File: src/rtl/mc_pkg.sv
// Shared encodings for the multicycle controller: opcodes, functs, ALU codes, states
// and the per-state control word.
package mc_pkg;

    localparam logic [5:0] OP_RTYPE = 6'b000000;
    localparam logic [5:0] OP_J     = 6'b000010;
    localparam logic [5:0] OP_BEQ   = 6'b000100;
    localparam logic [5:0] OP_ADDI  = 6'b001000;
    localparam logic [5:0] OP_LW    = 6'b100011;
    localparam logic [5:0] OP_SW    = 6'b101011;

    localparam logic [5:0] FN_ADD = 6'b100000;
    localparam logic [5:0] FN_SUB = 6'b100010;
    localparam logic [5:0] FN_AND = 6'b100100;
    localparam logic [5:0] FN_OR  = 6'b100101;
    localparam logic [5:0] FN_SLT = 6'b101010;

    localparam logic [2:0] ALU_AND = 3'b000;
    localparam logic [2:0] ALU_OR  = 3'b001;
    localparam logic [2:0] ALU_ADD = 3'b010;
    localparam logic [2:0] ALU_SUB = 3'b110;
    localparam logic [2:0] ALU_SLT = 3'b111;

    typedef enum logic [3:0] {
        FETCH  = 4'd0,
        DECODE = 4'd1,
        MEMADR = 4'd2,
        MEMRD  = 4'd3,
        MEMWB  = 4'd4,
        MEMWR  = 4'd5,
        RTEXE  = 4'd6,
        RTWB   = 4'd7,
        ADDIEX = 4'd8,
        ADDIWB = 4'd9,
        BRANCH = 4'd10,
        JUMP   = 4'd11
    } state_t;

    typedef struct packed {
        logic       iord;
        logic       ir_write;
        logic       pc_write;
        logic       branch;
        logic [1:0] pc_src;
        logic       alu_src_a;
        logic [1:0] alu_src_b;
        logic [2:0] alu_ctrl;
        logic       reg_write_en;
        logic       reg_dst;
        logic       mem_write_en;
        logic       mem_to_reg;
    } ctrl_t;

    // Control word asserted while in state s; rt_alu only matters for RTEXE.
    function automatic ctrl_t state_ctrl(state_t s, logic [2:0] rt_alu);
        ctrl_t c;
        c          = '0;
        c.alu_ctrl = ALU_ADD;
        case (s)
            FETCH: begin
                c.ir_write  = 1'b1;
                c.alu_src_b = 2'b01;
                c.pc_write  = 1'b1;
            end
            DECODE: c.alu_src_b = 2'b11;
            MEMADR, ADDIEX: begin
                c.alu_src_a = 1'b1;
                c.alu_src_b = 2'b10;
            end
            MEMRD: c.iord = 1'b1;
            MEMWB: begin
                c.mem_to_reg   = 1'b1;
                c.reg_write_en = 1'b1;
            end
            MEMWR: begin
                c.iord         = 1'b1;
                c.mem_write_en = 1'b1;
            end
            RTEXE: begin
                c.alu_src_a = 1'b1;
                c.alu_ctrl  = rt_alu;
            end
            RTWB: begin
                c.reg_dst      = 1'b1;
                c.reg_write_en = 1'b1;
            end
            ADDIWB: c.reg_write_en = 1'b1;
            BRANCH: begin
                c.alu_src_a = 1'b1;
                c.alu_ctrl  = ALU_SUB;
                c.pc_src    = 2'b01;
                c.branch    = 1'b1;
            end
            JUMP: begin
                c.pc_src   = 2'b10;
                c.pc_write = 1'b1;
            end
            default: ;
        endcase
        return c;
    endfunction

endpackage

File: src/rtl/alu_decoder.sv
// R-type funct to ALU operation; combinational, no backpressure.
// vld is low for any funct the controller does not support.
module alu_decoder
    import mc_pkg::*;
(
    input  logic [5:0] funct,
    output logic [2:0] alu_ctrl,
    output logic       vld
);

    always_comb begin
        alu_ctrl = ALU_ADD;
        vld      = 1'b1;
        case (funct)
            FN_ADD:  alu_ctrl = ALU_ADD;
            FN_SUB:  alu_ctrl = ALU_SUB;
            FN_AND:  alu_ctrl = ALU_AND;
            FN_OR:   alu_ctrl = ALU_OR;
            FN_SLT:  alu_ctrl = ALU_SLT;
            default: vld      = 1'b0;
        endcase
    end

endmodule

File: src/rtl/multicycle_ctrl.sv
// Multicycle MIPS control FSM; control word is registered on entry to each state.
// No backpressure: one state per clock; reset aborts the instruction in flight.
module multicycle_ctrl
    import mc_pkg::*;
(
    input  logic       clk,
    input  logic       rst,
    input  logic [5:0] opcode,
    input  logic [5:0] funct,
    input  logic       zero,
    output logic       iord,
    output logic       ir_write,
    output logic       pc_en,
    output logic [1:0] pc_src,
    output logic       alu_src_a,
    output logic [1:0] alu_src_b,
    output logic [2:0] alu_ctrl,
    output logic       reg_write_en,
    output logic       reg_dst,
    output logic       mem_write_en,
    output logic       mem_to_reg,
    output logic       illegal_op,
    output logic [3:0] state_out
);

    state_t     state;
    state_t     state_nxt;
    ctrl_t      ctrl_q;
    logic       op_illegal;
    logic [2:0] fn_alu;
    logic       fn_vld;

    alu_decoder u_alu_decoder (
        .funct    (funct),
        .alu_ctrl (fn_alu),
        .vld      (fn_vld)
    );

    // opcode/funct are only looked at in DECODE and MEMADR; the RTEXE ALU
    // operation is captured from funct while still in DECODE.
    always_comb begin
        state_nxt  = FETCH;
        op_illegal = 1'b0;
        case (state)
            FETCH:  state_nxt = DECODE;
            DECODE: begin
                case (opcode)
                    OP_LW, OP_SW: state_nxt = MEMADR;
                    OP_ADDI:      state_nxt = ADDIEX;
                    OP_BEQ:       state_nxt = BRANCH;
                    OP_J:         state_nxt = JUMP;
                    OP_RTYPE: begin
                        state_nxt  = fn_vld ? RTEXE : FETCH;
                        op_illegal = !fn_vld;
                    end
                    default:      op_illegal = 1'b1;
                endcase
            end
            MEMADR: state_nxt = (opcode == OP_LW) ? MEMRD : MEMWR;
            MEMRD:  state_nxt = MEMWB;
            RTEXE:  state_nxt = RTWB;
            ADDIEX: state_nxt = ADDIWB;
            default: state_nxt = FETCH;
        endcase
    end

    always_ff @(posedge clk or posedge rst) begin
        if (rst) begin
            state  <= FETCH;
            ctrl_q <= state_ctrl(FETCH, ALU_ADD);
        end else begin
            state  <= state_nxt;
            ctrl_q <= state_ctrl(state_nxt, fn_alu);
        end
    end

    // Strobes that change architectural state are held off while reset is high,
    // so FETCH becomes effective only once reset is released.
    assign ir_write     = ctrl_q.ir_write & ~rst;
    assign pc_en        = ~rst & (ctrl_q.pc_write | (ctrl_q.branch & zero));
    assign reg_write_en = ctrl_q.reg_write_en & ~rst;
    assign mem_write_en = ctrl_q.mem_write_en & ~rst;
    assign illegal_op   = op_illegal & ~rst;

    assign iord      = ctrl_q.iord;
    assign pc_src    = ctrl_q.pc_src;
    assign alu_src_a = ctrl_q.alu_src_a;
    assign alu_src_b = ctrl_q.alu_src_b;
    assign alu_ctrl  = ctrl_q.alu_ctrl;
    assign reg_dst   = ctrl_q.reg_dst;
    assign mem_to_reg = ctrl_q.mem_to_reg;
    assign state_out = state;

endmodule
File: config.mk
export PLATFORM = sky130hd
export DESIGN_NAME = multicycle_ctrl
export DESIGN_NICKNAME = d
export VERILOG_FILES = /design/src/rtl/mc_pkg.sv /design/src/rtl/alu_decoder.sv /design/src/rtl/multicycle_ctrl.sv
export SDC_FILE = /design/constraint.sdc
export NUM_CORES = 1
export LEC_CHECK = 0
export ABC_AREA = 1
export ABC_CLOCK_PERIOD_IN_PS = 1990
export CORE_UTILIZATION = 30
export CTS_BUF_LIST = sky130_fd_sc_hd__clkbuf_2
export DETAILED_ROUTE_END_ITERATION = 6
export GPL_ROUTABILITY_DRIVEN = 1
export PLACE_DENSITY = 0.56
export SYNTH_ARGS = -nofsm -noshare
export SYNTH_HDL_FRONTEND = slang
export SYNTH_SLANG_ARGS = --single-unit
File: constraint.sdc
create_clock -name clk -period 1.99 [get_ports clk]
set_input_delay 0.398 -clock clk [delete_from_list [all_inputs] [get_ports clk]]
set_output_delay 0.398 -clock clk [all_outputs]
set_load 0.1 [all_outputs]
Yosys cells after proc, flatten, opt, wreduce, memory -nomap -nowiden. Index checks and enable logic that the tools add are counted.

Bitwise operators: 8. Multiplexer cells: 20. Eq/ne operators: 26. Reduce and logical (&&, ||, !) cells: 12.

Operator list (number): 6-bit equality test, second input constant (7); 4-bit case mux with 6 select lines (1); 4-bit by 3-bit equality test with 1-bit output, second input constant (5); 4-bit equality test, second input constant (5); 4-bit case mux with 5 select lines (1); 4-bit by 2-bit equality test with 1-bit output, second input constant (4); 3-bit case mux with 4 select lines (1); 1-bit two-way mux (11); 5-bit OR reduction (2); 4-bit by 1-bit equality test with 1-bit output, second input constant (2); 4-bit zero test (2); 2-bit OR reduction (4); 1-bit AND (6); 6-bit by 2-bit equality test with 1-bit output, second input constant (1); 6-bit by 3-bit equality test with 1-bit output, second input constant (1); 6-bit by 4-bit equality test with 1-bit output, second input constant (1); 6-bit zero test (1); 3-bit two-way mux (2); 2-bit case mux with 3 select lines (1); 3-bit case mux with 2 select lines (1); 2-bit case mux with 2 select lines (1); 4-bit OR reduction (1); 3-bit OR reduction (1); 1-bit case mux with 2 select lines (1); 3 further kinds (3).

Register bits: 20. Bits of input ports: 15. Logic and storage cells: 79.

Depth between registers and ports, before layout. Gate-level depths: netlist of the first run.

Depth in word-level cells: 9. Depth in mapped cells: 13. Mapped depth without buffers: 13.

By module. From an unflattened synthesis of the first run, not the netlist that was laid out.

Cell total of the unflattened synthesis: 155. Area total of the unflattened synthesis: 1111.1 um^2.

By module, submodules not included: multicycle_ctrl (cells each 127, sequential area each 480.5 um^2, area an instance 992.2 um^2, times used 1); alu_decoder (cells each 28, sequential area each 0.0 um^2, area an instance 118.9 um^2, times used 1).

Worst setup path before layout of the first run. Ideal clock, no wire load.

Kind: register to output. From: register state[0] (netlist: state_out[0]). To: output illegal_op. Setup slack: -2.013 ns. Data required time: 1.592 ns. Arrival: 3.605 ns. Path buffers: 0. Stages on the path, launching flop included: 5. Path through: dfrtp_1 > inv_1 > nor3_4 > inv_1 > nor3_1.

Cells in the longest elaborated chain, start to end: 3.

RTL lines: start: declaration (line multicycle_ctrl.sv:26) `state_t state;`; start signal: assignment (line multicycle_ctrl.sv:72) `state <= state_nxt;`; 4-bit by 1-bit equality test with 1-bit output (line multicycle_ctrl.sv:44) `case (state)`; 1-bit two-way mux (line multicycle_ctrl.sv:44); 1-bit AND (line multicycle_ctrl.sv:83) `assign illegal_op = op_illegal & ~rst;`; end: declaration (line multicycle_ctrl.sv:22) `output logic illegal_op,`.

Every way passes these cells.

Worst setup path after layout of the first run.
From: input opcode[3]. To: output illegal_op.

Cells in the longest elaborated chain, start to end: 5. Elaborated cells on any way between the ends: 10. Those cells by class: eq/ne: 5; mux: 2; bitwise: 1; reduce/logical: 2.

RTL lines: start: declaration (line multicycle_ctrl.sv:8) `input logic [5:0] opcode,`; 6-bit equality test (tied with other cells) (line multicycle_ctrl.sv:47) `case (opcode)`; 5-bit OR reduction (no source line); 1-bit case mux with 2 select lines * (line multicycle_ctrl.sv:47); 1-bit two-way mux * (line multicycle_ctrl.sv:44); 1-bit AND * (line multicycle_ctrl.sv:83).

Every way passes the cells marked *; elsewhere a longest branch is shown, timed or not.

==> flow_summary.yaml, run 1 <==
grt:
  grt_max_degree: 14
  gr-max-usage-layer: "met2"
  met3_usage_pct: 1.92
  groute.usage.overall_pct: 17.3
  grt_pass1_vias: 1108
  met2_usage_pct: 33.8
  antenna_found_initial: 0
  grt_overflow: 0
  grt_first_pass_wirelength_mm: 4.61
  met1_usage_pct: 18.1
clocking:
  path_clk_slew_ns: 0.18
  cts_tree: "built"
  cts_buffers: 3
  insertion_delay_ns: 0.30
  cts.path.max_buffers: 2
  cts_root_buf: "clkbuf_2"
  h-tree-depth: 1
  cts_hold_buf: 0
  clock-sinks: 19
status:
  status: "finished clean"
critical_path:
  r2r_cells: 12
  crit_arrival_ns: 1.58
  cp-end-kind: "output pin"
  r2r-end: "alu_src_a$_DFF_PP0_"
  reg2reg_slack_ns: 0.23
  r2r_start: "state_out[3]$_DFF_PP0_"
  cp-start-kind: "primary input"
  cp_max_fo: 3
  crit_required_ns: 1.59
  path_class: "in -> out"
synth:
  yosysUniqueCellTypes: 23
  synth_ff_type: "dfrtp_1"
  synth.largest_area_cell: "dfrtp_1"
  synth_area_per_cell_um2: 7.70
  netlist.area_leader.share_pct: 36.4
  netlist_area_um2: 1030
  synth_edf_count: 0
  synth_common_cells: "nor2_1 (28), inv_1 (24), nand2_1 (22)"
  ys.warnings.count: 0
  netlist_instances: 134
  synth_area_leaders: "dfrtp_1 (36%), dfstp_2 (10%), nor2_1 (10%), inv_1 (8.7%), nand2_1 (8.0%)"
  synth_most_common_cell: "nor2_1"
  synth_fp_nets: 149
  seq_area_frac_synth_pct: 46.5
  ys_async_sr_fraction_pct: 100
  ys_ff_latch: 19
detailed_routing:
  viasPerCell: 4.54
  drc: 0
  detail_route.first_pass.iterations: 4
  avgRoutedWirePerCell_um: 11.6
  num_vias: 1127
  drtIter0Drc: 10
  drt_wl_total_mm: 2.89
  ant_nets: 0
finish:
  syn_to_final_growth_pct: 81.7
  final_cells: 248
  largest_register_ffs: 5
  n_fill_cell: 315
  diodes: 0
  drive_gt1_share_pct: 54.4
  final_util_pct: 59.5
  regMostFlops: "ctrl_q"
  layout.nets: 220
job:
  cap_violations: 0
sta:
  finalCritPeriodShare_pct: 99.2
  worst_pin_slew_ns: 0.344
  setup_viol: 0
  period_needed_ns: 1.97
  clock.fmax_mhz: 507
  finalClockSkew_ns: 0.0144
  finalMaxSlewViolations: 0
  fin_setup_tns_ns: 0
  hold_viol: 0
  max_slew_margin_pct: 77.0
  grt_setup_unrepaired: "yes"
power:
  switching_power_uw: 819
  leakagePower_nw: 1.01
  seqPwrFrac_pct: 30.5
  power_mw: 1.69
  power.density_nw_per_um2: 901
  power_frac_clock_pct: 9.9
  switching_share_pct: 48.5
  comb_power_share_pct: 59.6
  cell_internal_pwr_uw: 870
  ir_drop_mv: 0.436
floorplanning:
  die_h_um: 60.7
  die_w_um: 60.7
  start_util_pct: 32.7
  dieArea_um2: 3680
  coreArea_um2: 3150
  io_pins: 35
  rows: 20
place:
  dpl.hpwl_mm: 1.91
  place_congestion: 0.841
  io_buffers: 34
  dp.cells: 225
worst_hold_path:
  min-delay-path-class: "in -> async"
==> placed cells by master, fill, tap and decap left out, types with 2 or more instances in the layout <==
cell,instances
a21oi_1,2
buf_12,11
buf_2,2
buf_4,48
clkbuf_2,5
clkdlybuf4s15_2,3
clkdlybuf4s50_1,2
dfrtp_1,11
dfrtp_4,3
dfstp_2,4
dlygate4sd2_1,6
inv_1,20
inv_2,6
nand2_1,20
nand2_2,3
nand3_1,7
nand3_2,5
nand4_1,3
nor2_1,18
nor2_2,8
nor2_4,3
nor3_4,3
==> cell type report <==
class | instances | area, um^2 | share of cell area, %
Multi-Input combinational cell | 82 | 508 | 27.1
Clock buffer | 4 | 20.0 | 1.07
Tap cell | 44 | 55.1 | 2.94
Inverter | 26 | 97.6 | 5.20
Sequential cell | 19 | 493 | 26.3
Timing Repair Buffer | 73 | 702 | 37.4
==> metrics by stage <==
step / hold WS (ns) / worst slack, ns / cell area, um^2
final: 0.545 / 0.0166 / 1880
after CTS: 0.523 / 0.00757 / 1870
after floorplan: 0.346 / -0.336 / 1070
after global routing: 0.568 / -0.0749 / 1880
after global placement: 0.579 / -0.325 / 1650
after detailed placement: 0.583 / -0.338 / 1650
==> what timing repair did <==
action	CTS	global route
endpoints found under the setup margin	1	4
pin swaps	11	5
setup buffers	19	1
resized for setup	44	6
==> routing by layer <==
| metal | routed length [um] | up-vias | part of all wire [%] |
|---|---|---|---|
| met4 | 46 | 0 | 1.6 |
| met2 | 1620 | 39 | 56 |
| met5 | 0 | - | 0 |
| li1 | - | 550 | - |
| met1 | 1120 | 534 | 39 |
| met3 | 105 | 4 | 3.6 |
==> power groups by stage <==
stage | sequential (mW) | clock [mW] | combinational [mW]
after floorplan | 0.657 | 0 | 0.506
after global placement | 0.526 | 0 | 0.945
after detailed placement | 0.529 | 0 | 0.950
after CTS | 0.517 | 0.175 | 0.989
after global routing | 0.523 | 0.188 | 1.06
final | 0.516 | 0.167 | 1.01
==> cell families after synthesis <==
family	Yosys count	synth area share [%]
AOI/OAI and AO/OA	7	4.36
buffers and inverters	33	14.5
DFF	19	46.5
and+or+nand+nor	75	34.5
==> how the worst max path moves through the flow <==
stage	start	end	slack (ns)
after floorplan	state_out[2]$_DFF_PP0_	illegal_op	-0.34
after global placement	opcode[2]	illegal_op	-0.33
after detailed placement	opcode[2]	illegal_op	-0.34
after CTS	state_out[3]$_DFF_PP0_	illegal_op	0.008
after global routing	opcode[3]	illegal_op	-0.07
final	opcode[3]	illegal_op	0.02
==> critical path, stage by stage <==
cell and delay (ns):
clkdlybuf4s15_2 0.20, nor2_2 0.19, and3_4 0.26, a31oi_4 0.11
nor3_4 0.22, buf_12 0.20
No activity file was read; power rests on OpenSTA's default activity.
==> run 2, diff against run 1 <==
CORE_UTILIZATION = 50   (was 30)
CTS_CLUSTER_SIZE = 25   (was default)
PLACE_DENSITY = 0.86   (was 0.56)
==> flow_summary.yaml, run 2 (same netlist as run 1, synthesis figures left out) <==
status:
  status: "finished, violations left"
  violations: "setup timing"
critical_path:
  reg2reg_slack_ns: 0.18
  crit_path_end: "illegal_op"
  slowest_stage: "dfrtp_4"
  r2r_cells: 10
  path_class: "reg -> out"
  r2r-end: "alu_src_a$_DFF_PP0_"
  cp-start-kind: "flop"
  startpoint: "state_out[3]$_DFF_PP0_"
  crit_path_max_incr_delay_ns: 0.53
  crit_required_ns: 1.59
  cp_max_fo: 3
  cp-end-kind: "output pin"
  r2r_start: "state_out[0]$_DFF_PP0_"
  path_cells: "nor2_4 -> inv_2 -> nor3_4 -> inv_2 -> nor3_4 -> buf_12"
  crit_arrival_ns: 1.70
clocking:
  cts_tree: "built"
  cts_root_buf: "clkbuf_2"
  clock-sinks: 19
  h-tree-depth: 1
  insertion_delay_ns: 0.32
  path_clk_slew_ns: 0.17
  cts.path.max_buffers: 2
  cts_buffers: 3
  cts_hold_buf: 0
sta:
  fin_setup_tns_ns: -0.120
  finalClockSkew_ns: 0.00703
  hold_viol: 0
  max_slew_margin_pct: 70.4
  setup_viol: 2
  period_needed_ns: 2.10
  finalMaxSlewViolations: 0
  finalWorstSetupSlack_ns: -0.112
  finalCritPeriodShare_pct: 106
  grt_setup_unrepaired: "yes"
  worst_pin_slew_ns: 0.442
  clock.fmax_mhz: 476
grt:
  antenna_found_initial: 0
  grt_max_degree: 12
  grt_overflow: 0
  grt_pass1_vias: 984
  grt_first_pass_wirelength_mm: 4.19
  groute.usage.overall_pct: 28.0
floorplanning:
  coreArea_um2: 1940
  start_util_pct: 53.2
  dieArea_um2: 2250
  io_pins: 35
  die_h_um: 47.4
  die_w_um: 47.4
  rows: 16
place:
  place_congestion: 0.857
  io_buffers: 34
  place_area_um2: 1590
  dpl.hpwl_mm: 1.88
  dp.cells: 203
finish:
  final_util_pct: 91.0
  finish.instance_area_um2: 1770
  n_fill_cell: 73
  drive_gt1_share_pct: 52.1
  largest_register_ffs: 5
  mostFrequentLayoutCells: "buf_4 (36), inv_1 (20), nor2_1 (19), nand2_1 (18)"
  layout.nets: 208
  regMostFlops: "ctrl_q"
  multi_input_area_um2: 518
  layout_commonest_cell: "buf_4"
  diodes: 0
  ff_latch_area_um2: 493
  final_cells: 219
  syn_to_final_growth_pct: 71.3
detailed_routing:
  drt_wl_total_mm: 3.48
  viasPerCell: 5.43
  avgRoutedWirePerCell_um: 15.9
  detail_route.first_pass.iterations: 5
  drc: 0
  num_vias: 1190
  drtIter0Drc: 93
  ant_nets: 0
job:
  cap_violations: 0
power:
  leakagePower_nw: 0.943
  comb_power_share_pct: 59.7
  switching_share_pct: 50.3
  power_frac_clock_pct: 10.0
  power.density_nw_per_um2: 976
  seqPwrFrac_pct: 30.4
  switching_power_uw: 868
  power_mw: 1.73
  cell_internal_pwr_uw: 858
  ir_drop_mv: 0.872
worst_hold_path:
  min-delay-path-class: "in -> reg"
[run 2: cell count changes in the layout (fill, tap and decap cells not counted), moves of 2 or more]
cell	change
buf_2	+2
buf_4	-12
nand2_1	-2
nand2_2	+2
[run 2: per-layer routing]
layer | GRT usage, % | vias to the layer above | wire length [um]
met2 | 46.8 | 92 | 1830
li1 | - | 527 | -
met5 | 0 | - | 0
met3 | 3.02 | 13 | 278
met4 | 22.3 | 0 | 136
met1 | 32.4 | 558 | 1230
[run 2: metrics by stage]
| stage | hold WS (ns) | setup slack, ns |
|---|---|---|
| 2_1_floorplan | 0.346 | -0.336 |
| 3_3_place_gp | 0.574 | -0.311 |
| 3_5_place_dp | 0.580 | -0.397 |
| 4_1_cts | 0.515 | -0.0116 |
| 5_1_grt | 0.525 | -0.186 |
| 6_report | 0.540 | -0.112 |
[run 2: power groups by stage]
stage               Combinational, mW  Sequential [mW]  Clock [mW]
global route                     1.07            0.531       0.188
CTS                             0.959            0.515       0.167
global placement                0.929            0.524           0
finish                           1.03            0.524       0.172
detailed placement              0.943            0.527           0
floorplan                       0.506            0.657           0
[run 2: timing repair]
item / 4_1_cts / 5_1_grt
pin swaps: 8 / 9
setup endpoints to repair: 1 / 5
gates resized for setup: 43 / 12
setup buffers: 9 / 4
[run 2: worst min path at each step]
stage / from / to / cells past startpoint
floorplan: rst / alu_ctrl[0]$_DFF_PP0_ / 1
global placement: state_out[3]$_DFF_PP0_ / reg_dst$_DFF_PP0_ / 1
detailed placement: state_out[3]$_DFF_PP0_ / reg_dst$_DFF_PP0_ / 1
CTS: funct[1] / alu_ctrl[1]$_DFF_PP1_ / 3
global route: funct[1] / alu_ctrl[1]$_DFF_PP1_ / 3
finish: funct[1] / alu_ctrl[1]$_DFF_PP1_ / 3
[run 2: cell type report]
cell class / count / share of cell area [%]
repair buffers: 61 / 34.3
clock buffers: 4 / 1.13
flip-flops and latches: 19 / 27.9
multi-input cells: 82 / 29.3
well taps: 27 / 1.91
inverters: 26 / 5.52
[run 2: critical path, delay by kind of cell, from the launching register on]
| kind | cells | cell delay [ns] |
|---|---|---|
| AND/OR/NAND/NOR | 3 | 0.50 |
| buffers and inverters | 3 | 0.35 |
| flip-flops | 1 | 0.53 |
==> run 3, diff against run 2 <==
CAP_MARGIN = 10   (was default)
==> results of run 3 <==
The final DEF is identical to that of run 2; final timing and power are the same.
